**config.mk**
```make
export PLATFORM = sky130hd
export DESIGN_NAME = task_frame_sched
export DESIGN_NICKNAME = d
export VERILOG_FILES = /design/src/rtl/task_frame_sched.sv
export SDC_FILE = /design/constraint.sdc
export NUM_CORES = 1
export LEC_CHECK = 0
export BUFFER_PORTS_ARGS = -buffer_cell sky130_fd_sc_hd__buf_2
export CAP_MARGIN = 30
export CORE_AREA = 2 2 39 41
export DETAILED_ROUTE_END_ITERATION = 16
export DIE_AREA = 0 0 41 43
export PLACE_DENSITY = 0.58
export SYNTH_ARGS = -nofsm -noshare
export SYNTH_HDL_FRONTEND = slang
export SYNTH_SLANG_ARGS = --single-unit
```
**constraint.sdc**
```tcl
create_clock -name i_clk -period 1.4 [get_ports i_clk]
set_clock_uncertainty 0.15 [all_clocks]
set_input_delay 0.07 -clock i_clk [delete_from_list [all_inputs] [get_ports i_clk]]
set_output_delay 0.07 -clock i_clk [all_outputs]
set_load 0.05 [all_outputs]
```
**src/rtl/task_frame_sched.sv**
```systemverilog
// task_frame_sched: round-robin scheduler that hands a shared processing core
// to one of NUM_REQ task buffers holding a complete frame. A job is granted
// for one S_GRANT cycle, held through S_WAIT until the core reports its last
// output word, then released for one S_RELEASE cycle before the next
// arbitration.
// Optional watchdog: define TASK_SCHED_TIMEOUT_EN to force a release after
// TIMEOUT_CYCLES cycles in S_WAIT, flagged by a one-cycle o_timeout pulse.
module task_frame_sched #(
  parameter int NUM_REQ        = 2,
  parameter int TIMEOUT_CYCLES = 1024
) (
  input  logic                                  i_clk,
  input  logic                                  i_rst,
  input  logic [NUM_REQ-1:0]                    i_req,
  input  logic                                  i_output_last,
  output logic [NUM_REQ-1:0]                    o_grant,
  output logic [((NUM_REQ > 1) ? $clog2(NUM_REQ) : 1)-1:0] o_grant_id,
  output logic                                  o_start,
  output logic                                  o_busy,
  output logic                                  o_timeout
);

  localparam int ID_W = (NUM_REQ > 1) ? $clog2(NUM_REQ) : 1;

  localparam logic [1:0] S_IDLE    = 2'd0;
  localparam logic [1:0] S_GRANT   = 2'd1;
  localparam logic [1:0] S_WAIT    = 2'd2;
  localparam logic [1:0] S_RELEASE = 2'd3;

  // Reject illegal configurations at elaboration time.
  if (NUM_REQ < 2 || NUM_REQ > 8 || TIMEOUT_CYCLES < 2 || TIMEOUT_CYCLES > 65535) begin : g_bad_param
    $error("task_frame_sched: NUM_REQ or TIMEOUT_CYCLES out of range");
  end

  logic [1:0]         state;
  logic [NUM_REQ-1:0] grant;
  logic [ID_W-1:0]    grant_id;
  logic               start;
  logic               busy;
  logic [ID_W-1:0]    last_grant;

  logic               found;
  logic [ID_W-1:0]    winner;
  logic [NUM_REQ-1:0] winner_onehot;

`ifdef TASK_SCHED_TIMEOUT_EN
  localparam logic [15:0] CNT_LIMIT = 16'(TIMEOUT_CYCLES - 1);
  logic [15:0] cnt;
  logic        timeout;
`endif

  // Round-robin pick: scan upward from the index after the last released one.
  always_comb begin
    found         = 1'b0;
    winner        = '0;
    winner_onehot = '0;
    for (int k = 1; k <= NUM_REQ; k++) begin
      logic [ID_W-1:0] cand;
      cand = ID_W'((int'(last_grant) + k) % NUM_REQ);
      if (!found && i_req[cand]) begin
        found  = 1'b1;
        winner = cand;
      end
    end
    winner_onehot[winner] = 1'b1;
  end

  // Scheduler FSM; every output is registered alongside the state.
  always_ff @(posedge i_clk) begin
    if (i_rst) begin
      state      <= S_IDLE;
      grant      <= '0;
      grant_id   <= '0;
      start      <= 1'b0;
      busy       <= 1'b0;
      last_grant <= ID_W'(NUM_REQ - 1);
`ifdef TASK_SCHED_TIMEOUT_EN
      cnt        <= '0;
      timeout    <= 1'b0;
`endif
    end else begin
      start <= 1'b0;
`ifdef TASK_SCHED_TIMEOUT_EN
      timeout <= 1'b0;
`endif
      case (state)
        S_IDLE: begin
          if (found) begin
            state    <= S_GRANT;
            grant    <= winner_onehot;
            grant_id <= winner;
            start    <= 1'b1;
            busy     <= 1'b1;
          end
        end
        S_GRANT: begin
          state <= S_WAIT;
`ifdef TASK_SCHED_TIMEOUT_EN
          cnt   <= '0;
`endif
        end
        S_WAIT: begin
          if (i_output_last) begin
            state <= S_RELEASE;
            grant <= '0;
`ifdef TASK_SCHED_TIMEOUT_EN
          end else if (cnt == CNT_LIMIT) begin
            state   <= S_RELEASE;
            grant   <= '0;
            timeout <= 1'b1;
          end else begin
            cnt <= cnt + 16'd1;
`endif
          end
        end
        S_RELEASE: begin
          state      <= S_IDLE;
          busy       <= 1'b0;
          last_grant <= grant_id;
        end
        default: begin
          state <= S_IDLE;
          grant <= '0;
          busy  <= 1'b0;
        end
      endcase
    end
  end

  assign o_grant    = grant;
  assign o_grant_id = grant_id;
  assign o_start    = start;
  assign o_busy     = busy;
`ifdef TASK_SCHED_TIMEOUT_EN
  assign o_timeout  = timeout;
`else
  assign o_timeout  = 1'b0;
`endif

endmodule

```
-- Word-level counts from Yosys, hierarchy flattened
Index checks and enable logic that the tools add are counted.
- bits in registers: 8
- input port bits: 5
- output and inout port bits: 6
- word-level logic and storage cells: 48
- add/subtract/negate cells: 2
- $lt $le $gt $ge: 4
- equality and inequality tests: 5
- multiplexer cells: 19
- bitwise operators: 1
- reductions and logical operators: 11
- operators with widths (operator ; count):
    1-bit two-way mux ; 11
    2-bit two-way mux ; 4
    2-bit one-hot mux with 4 select lines ; 1
    1-bit by 2-bit < comparator with 1-bit output (second input constant) ; 3
    2-bit AND reduction ; 3
    2-bit == test (second input constant) ; 2
    2-bit != test (second input constant) ; 2
    2-bit one-hot mux with 2 select lines ; 1
    2-bit nonzero test ; 2
    3-bit AND reduction ; 1
    1-bit adder (second input constant) ; 2
    2-bit by 1-bit == test with 1-bit output (second input constant) ; 1
    1-bit logical AND ; 2
    2-bit logical NOT ; 1
    1-bit one-hot mux with 2 select lines ; 1
    2-bit OR reduction ; 1
    1-bit demux with 1-bit select ; 1
    1-bit greater-or-equal comparator (second input constant) ; 1
    1-bit logical NOT ; 1
    1-bit inverter ; 1

-- Depth between registers and ports, before layout
Gate-level depths: netlist of run 1.
- depth in word-level cells: 13
- gate-level depth with buffers: 5
- gate-level depth less buffers: 5

-- Least setup slack after synthesis of run 1
Ideal clock, no wire load.
- path type: register -> register
- start: reg state[1]
- end: reg grant[1] (netlist: o_grant[1])
- setup time: 101 ps
- data arrival time: 1332 ps
- required time: 1149 ps
- setup slack: -183 ps
- stages on the path, launching flop included: 6
- buffers on the path: 0
- clock period less this slack: 1583 ps
- cell sequence: dfxtp_1 inv_1 ha_1 nor3b_4 or2_4 o41ai_1
- longest elaborated chain between the ends: 3
- elaborated cells between the ends (all ways): 7
- classes of those cells: 3 x eq/ne; 1 x mux; 3 x reduce/logical
- RTL lines (element ; RTL line ; text):
    start, declared ; 35 ; logic [1:0] state;
    start signal, assigned ; 71 ; state <= S_IDLE;
    start signal, assigned ; 89 ; state <= S_GRANT;
    start signal, assigned ; 97 ; state <= S_WAIT;
    2-bit == test or 2-bit logical NOT (tied branches) ; 86 ; case (state)
    2-bit != test (no line) or 2-bit nonzero test (tied branches) ; - ;
    3-bit AND reduction (no line) ; - ;
    end signal, assigned ; 90 ; grant <= winner_onehot;
    end, declared ; 36 ; logic [NUM_REQ-1:0] grant;
Parallel ways exist; a longest one is shown, timed or not.
A chain may end at the register's enable or synchronous reset.

-- Worst setup path in the final report of run 1
- start: reg state[0]
- end: reg grant[1] (netlist: o_grant[1])
Same word-level chain as after synthesis.

==> results of run 1 <==
report_power, final:
group          internal, mW  leakage [nW]  switching (mW)
combinational         0.480         0.209           0.497
sequential            0.319        0.0667          0.0583
clock                0.0981        0.0138          0.0781
total                 0.898         0.289           0.633
registers in the layout, summed over array words and instances (netlist names):
register and cells:
o_grant 2, o_busy 1, last_grant 1, o_grant_id 1
state 2, o_start 1
kinds of logic (layout without fill, tap and decap cells):
family,after synthesis,count (layout),synth area share
compound gates,11,11,0.1965
simple gates,13,13,0.1965
other cells,1,1,0.008920
fa+ha+maj,5,5,0.1488
buf+inv,4,25,0.04465
flops,8,8,0.3809
mux,1,1,0.02381
per-stage QoR:
stage | power, mW | hold slack, ns
2_1_floorplan | 0.9493 | -0.01093
3_3_place_gp | 1.246 | 0.2011
3_5_place_dp | 1.244 | 0.1981
4_1_cts | 1.434 | 0.02138
5_1_grt | 1.640 | 0.01621
6_report | 1.530 | 0.02423
final cells by class:
class	count	area [um^2]	area share
Timing Repair Buffer	19	126.4	0.2008
Clock buffer	3	22.52	0.03579
Sequential cell	8	162.7	0.2584
Multi-Input combinational cell	31	284.0	0.4513
Tap cell	16	20.02	0.03181
Inverter	3	13.76	0.02187
worst max-delay path by stage:
stage / end / slack, ns / cells after the start
CTS: o_grant[1]$_SDFFE_PP0P_ / -0.09 / 5
global route: o_grant[0]$_SDFFE_PP0P_ / -0.15 / 6
floorplan: o_grant[1]$_SDFFE_PP0P_ / -0.04 / 5
detailed placement: o_grant[1]$_SDFFE_PP0P_ / -0.1 / 5
finish: o_grant[1]$_SDFFE_PP0P_ / -0.08 / 5
global placement: o_grant[1]$_SDFFE_PP0P_ / -0.08 / 5
routing by layer:
layer	vias up	wire, um
met2	18	470
li1	197	-
met5	-	0
met3	3	77
met4	0	9
met1	172	370
critical path, delay by kind of cell (launching register included):
kind | cells | cell delay, ns
buffers and inverters | 1 | 0.05
adder cells (fa/ha/maj) | 1 | 0.19
AND/OR/NAND/NOR | 2 | 0.40
AO/OA/AOI/OAI | 1 | 0.26
flip-flops | 1 | 0.35
cells in the mapped netlist:
library cell	n
o41ai_1	1
nor2_1	1
or2_4	1
a2111o_1	1
o311ai_0	1
o31ai_1	1
a21oi_1	3
nor4b_1	1
ha_1	5
a31o_2	1
nor4_1	1
buf_4	1
a211oi_1	1
o21a_1	1
inv_1	3
nor3b_4	1
nor2b_1	1
nand2_1	5
nand3_1	1
mux2i_1	1
o21bai_1	1
and2_1	1
dfxtp_1	8
conb_1	1
what timing repair did:
| action | 4_1_cts | 5_1_grt |
|---|---|---|
| gates resized for setup | 2 | 4 |
| pin swaps | 1 | 3 |
| buffers inserted | 0 | 1 |
| hold buffers | 1 | 0 |
| cloned | 0 | 0 |
| endpoints found under the setup margin | 4 | 5 |
| endpoints found under the hold margin | 5 | 0 |
==> metrics.yaml, run 1 <==
outcome:
  outcome: "finished with violations"
  violations: "negative setup slack"
route:
  drc: 0
  drt_iter0_drc: 3
  dr.pass1.iters: 4
  postRouteAntennaNets: 0
  vias: 390
  wl_per_cell_um: 11.59
  routed_wl_um: 927
  viasPerCell: 4.875
critical_path:
  worstPathMaxFanout: 5
  cp.required_ns: 1.41
  timing.rr.start: "state[0]$_SDFFE_PP0P_"
  start_kind: "register"
  crit_chain: "inv_4 > ha_2 > nor2b_4 > or2_4 > o41ai_2"
  critPathLaunch: "state[0]$_SDFFE_PP0P_"
  r2r_slack_ns: -0.08
  critPathMaxStageDelay_ns: 0.35
  r2r_cells: 5
  critPathKind: "register to register"
  cp.arrival_ns: 1.50
  worstReg2RegEnd: "o_grant[1]$_SDFFE_PP0P_"
  cpMaxStageDelayCell: "dfxtp_2"
  critical_path.endpoint_type: "register"
die:
  core_mm2: 0.001384
  initial_utilization: 0.3038
  die_height_um: 43
  die_area_mm2: 0.001763
  std_cell_rows: 14
  io_pins: 11
  fp.dieW_um: 41
finish:
  instances_no_fill: 80
  fillers: 127
  drive_above_1_share: 0.5469
  syn_to_final_growth_pct: 49.70
  final_common_cell: "buf_2"
  final_cell_mix: "9 x buf_2, 8 x buf_4, 6 x dfxtp_1"
  post-route-util: 0.4548
  diodes: 0
  stdcell_area_um2: 629.4
  layout.nets: 76
placement:
  placed_cells: 75
  hpwl_um: 667.3
  placement.cell_area_um2: 569.3
  place.gp.congestion: 0.7442
  place_ws_ns: -0.09518
  port_buffers: 9
synth:
  synth_cell_types: 24
  yosysSeqAreaShare: 0.3810
  synth_area_leaders: "dfxtp_1 38%, ha_1 15%, nand2_1 4.5%"
  yosys_warnings: 0
  yosysTopAreaCellShare: 0.3810
  synth.avg_cell_area_um2: 9.777
  synth_nets: 53
  synthCells: 43
  yosysTopAreaCell: "dfxtp_1"
  ys_ff_latch: 8
  syn_area_um2: 420.4
clocking:
  clk_latency_ns: 0.26
  cts.htree.levels: 1
  numCtsBuffers: 3
  cts.sinks: 8
  cts.path.max_buffers: 2
  cts_root_buf: "clkbuf_4"
  cts_tree: "done"
  clk_pin_slew_worst_paths_ns: 0.05
timing:
  rsz0062_at_grt: "yes"
  setup_viol: 4
  timing.final.crit_share: 1.058
  tns_ns: -0.2115
  hold_viol_final: 0
  fmax_mhz: 674.8
  fin_crit_ns: 1.482
  setup_slack_ns: -0.08186
  drv_slew: 0
global_routing:
  use_met3: 0.09424
  top_usage_layer: "met2"
  grt_pass1_wl_um: 1504
  grt_start_max_net_pins: 8
  grtUsageTotal: 0.1309
  grt_use_met1: 0.1429
  grt_use_met2: 0.1938
  overflow: 0
  antenna_found_initial: 0
  grt_pass1_vias: 381
worst_hold_path:
  hold_path.startpoint: "i_req[0]"
  whs_path_depth: 4
  worstHoldPathType: "input port to register"
  hold_end: "o_grant_id$_SDFFE_PP0P_"
power_and_ir_drop:
  p_leak_nw: 0.2892
  cellPowerDensity_mw_per_mm2: 2432
  peakVddDrop_v: 0.001007
flow_run:
  drv_cap: 0
No activity file was read; power rests on OpenSTA's default activity.
==> run 2, diff against run 1 <==
- PLACE_DENSITY: 0.58 -> 0.56
- SLEW_MARGIN: unset -> 20
- clock period: 1.4 -> 1.85 ns (I/O delays scaled with it)
==> run 2 against run 1 <==
  * The flow now finishes without violations
  * Via count decreased by 4.9%
  * Largest power group unchanged
  * Largest cell class unchanged
  * Critical path type unchanged
  * Cell count down 11%
  * Non-clock buffer count down 9
  * Register-to-register slack gained 0.22 ns
  * Routed wire length down 5.1%
  * Worst setup slack better by 0.22 ns
  * Die area did not move
==> metrics.yaml, run 2 (synthesis gave the netlist of run 1 again) <==
worst_hold_path:
  hold_path.startpoint: "i_req[1]"
  worstHoldPathType: "input port to register"
  whs_path_depth: 3  # -1
  hold_end: "o_grant[1]$_SDFFE_PP0P_"
power_and_ir_drop:
  p_int_mw: 0.4965  # -45%
  pwr-share-comb: 0.540  # -0.098
  p_leak_nw: 0.2348  # -19%
  p_total_mw: 0.9005  # -41%
  p_sw_mw: 0.4040  # -36%
  cellPowerDensity_mw_per_mm2: 1760  # -28%
  switching_share: 0.4487  # +0.03513
  peakVddDrop_v: 0.0005694  # -43%
  clockPowerShare: 0.153  # +0.038
  power_frac_seq: 0.307  # +0.060
critical_path:
  cp_top_family: "simple AND/OR/NAND/NOR gates"
  critical_path.endpoint_type: "register"
  critPathKind: "register to register"
  worstPathMaxFanout: 7  # +2
  path_buf_inv: 1  # unchanged
  cpMaxStageDelayCell: "dfxtp_1"
  cp.required_ns: 1.85  # +0.44 ns
  path_depth: 5  # unchanged
  cp.arrival_ns: 1.72  # +0.22 ns
  r2r_slack_ns: 0.13  # +0.22 ns
  worstReg2RegEnd: "o_grant[1]$_SDFFE_PP0P_"
  start_kind: "register"
  crit_chain: "inv_1 > ha_1 > nor3b_4 > or2_4 > o41ai_1"
  timing.rr.start: "state[0]$_SDFFE_PP0P_"
  critPathMaxStageDelay_ns: 0.33  # -0.02 ns
  r2r_cells: 5  # unchanged
  critPathLaunch: "state[0]$_SDFFE_PP0P_"
route:
  dr.pass1.iters: 4  # unchanged
  vias: 371  # -4.9%
  drt_iter0_drc: 2  # -1
  viasPerCell: 5.225  # +7.2%
  wl_per_cell_um: 12.39  # +7.0%
  postRouteAntennaNets: 0  # unchanged
  routed_wl_um: 880  # -5.1%
  drc: 0  # unchanged
die:
  die_area_mm2: 0.001763  # unchanged
  std_cell_rows: 14  # unchanged
  die_height_um: 43  # unchanged
  core_mm2: 0.001384  # unchanged
  io_pins: 11  # unchanged
  fp.dieW_um: 41  # unchanged
  initial_utilization: 0.3038  # unchanged
global_routing:
  grt_use_met2: 0.1781  # -0.01563
  grt_start_max_net_pins: 8  # unchanged
  grt_use_met1: 0.1452  # +0.002304
  antenna_found_initial: 0  # unchanged
  overflow: 0  # unchanged
  grt_pass1_wl_um: 1462  # -2.8%
  grt_pass1_vias: 358  # -6.0%
  top_usage_layer: "met2"
  use_met3: 0.03141  # -0.06283
  grtUsageTotal: 0.1296  # -0.001268
finish:
  syn_to_final_growth_pct: 21.73
  fillers: 142  # +12%
  diodes: 0  # unchanged
  layout.nets: 67  # -12%
  seqCellArea_um2: 161.4  # -0.77%
  drive_above_1_share: 0.2909  # -0.2560
  final_cell_mix: "9 x buf_2, 7 x dfxtp_1, 5 x nand2_1, 5 x ha_1"
  final_common_cell: "buf_2"
  multi_input_area_um2: 241.5  # -15%
timing:
  fin_crit_ns: 1.717  # +0.2350 ns
  rsz0062_at_grt: "no"
  fmax_mhz: 582.5  # -14%
  setup_viol: 0  # -4
  drv_slew: 0  # unchanged
  timing.final.crit_share: 0.9280  # -0.1305
  tns_ns: 0  # +0.2115 ns
  hold_viol_final: 0  # unchanged
placement:
  hpwl_um: 631.3  # -5.4%
  port_buffers: 9  # unchanged
  place.gp.congestion: 0.7922  # +6.4%
clocking:
  cts.htree.levels: 1  # unchanged
  cts_tree: "done"
  numCtsBuffers: 3  # unchanged
  clk_pin_slew_worst_paths_ns: 0.06  # about the same
  cts.path.max_buffers: 2  # unchanged
  cts_setup_buffers: 0  # unchanged
  cts.sinks: 8  # unchanged
  cts_root_buf: "clkbuf_4"
  clk_latency_ns: 0.26  # about the same
flow_run:
  drv_cap: 0  # unchanged
outcome:
  outcome: "finished clean"
## run 2: cell types whose count changed in the layout (fill, tap and decap cells not counted), sizes merged
cell and delta:
buf -9
## run 2: layout make-up
cell class / instances / share of cell area
flip-flops and latches: 8 / 0.3154
inverters: 3 / 0.02200
multi-input cells: 31 / 0.4719
well taps: 16 / 0.03912
clock buffers: 3 / 0.04401
repair buffers: 10 / 0.1076
## run 2: how the worst max path moves through the flow
stage	to	slack, ns
global placement	o_grant[1]$_SDFFE_PP0P_	0.15
floorplan	o_grant[1]$_SDFFE_PP0P_	0.27
global route	o_grant[1]$_SDFFE_PP0P_	0.03
finish	o_grant[1]$_SDFFE_PP0P_	0.13
CTS	o_grant[1]$_SDFFE_PP0P_	0.12
detailed placement	o_grant[1]$_SDFFE_PP0P_	0.10
## run 2: layer usage
metal / vias up / wire length, um / part of all wire
met5: - / 0 / 0
met4: 0 / 38 / 0.043
met3: 5 / 46 / 0.052
met2: 17 / 391 / 0.44
met1: 174 / 404 / 0.46
li1: 175 / - / -
## run 2: repair_timing
item | CTS | global route
endpoints found under the setup margin | 0 | 1
endpoints found under the hold margin | 5 | 0
gates resized for setup | 0 | 1
hold buffers | 1 | 0
## run 2: tightest hold or removal path, cell delays in order
cell	delay, ns
buf_2	0.13
nand3_1	0.10
o41ai_1	0.07
## run 2: power groups by stage
stage	registers (mW)	clock network [mW]	logic, mW
floorplan	0.398	0	0.267
global placement	0.280	0	0.485
detailed placement	0.279	0	0.483
CTS	0.274	0.143	0.488
global route	0.291	0.155	0.536
finish	0.276	0.138	0.486
## run 2: through the flow
stage,util,hold WS (ns),worst slack (ns),area [um^2],cells
6_report,0.3698,0.03507,0.1332,511.7,71
5_1_grt,0.3698,0.04815,0.02789,511.7,71
4_1_cts,0.3689,0.02557,0.1210,510.5,71
3_5_place_dp,0.3454,0.2134,0.1030,478.0,67
3_3_place_gp,0.3454,0.2136,0.1544,478.0,67
2_1_floorplan,-,0.01157,0.2674,420.4,43
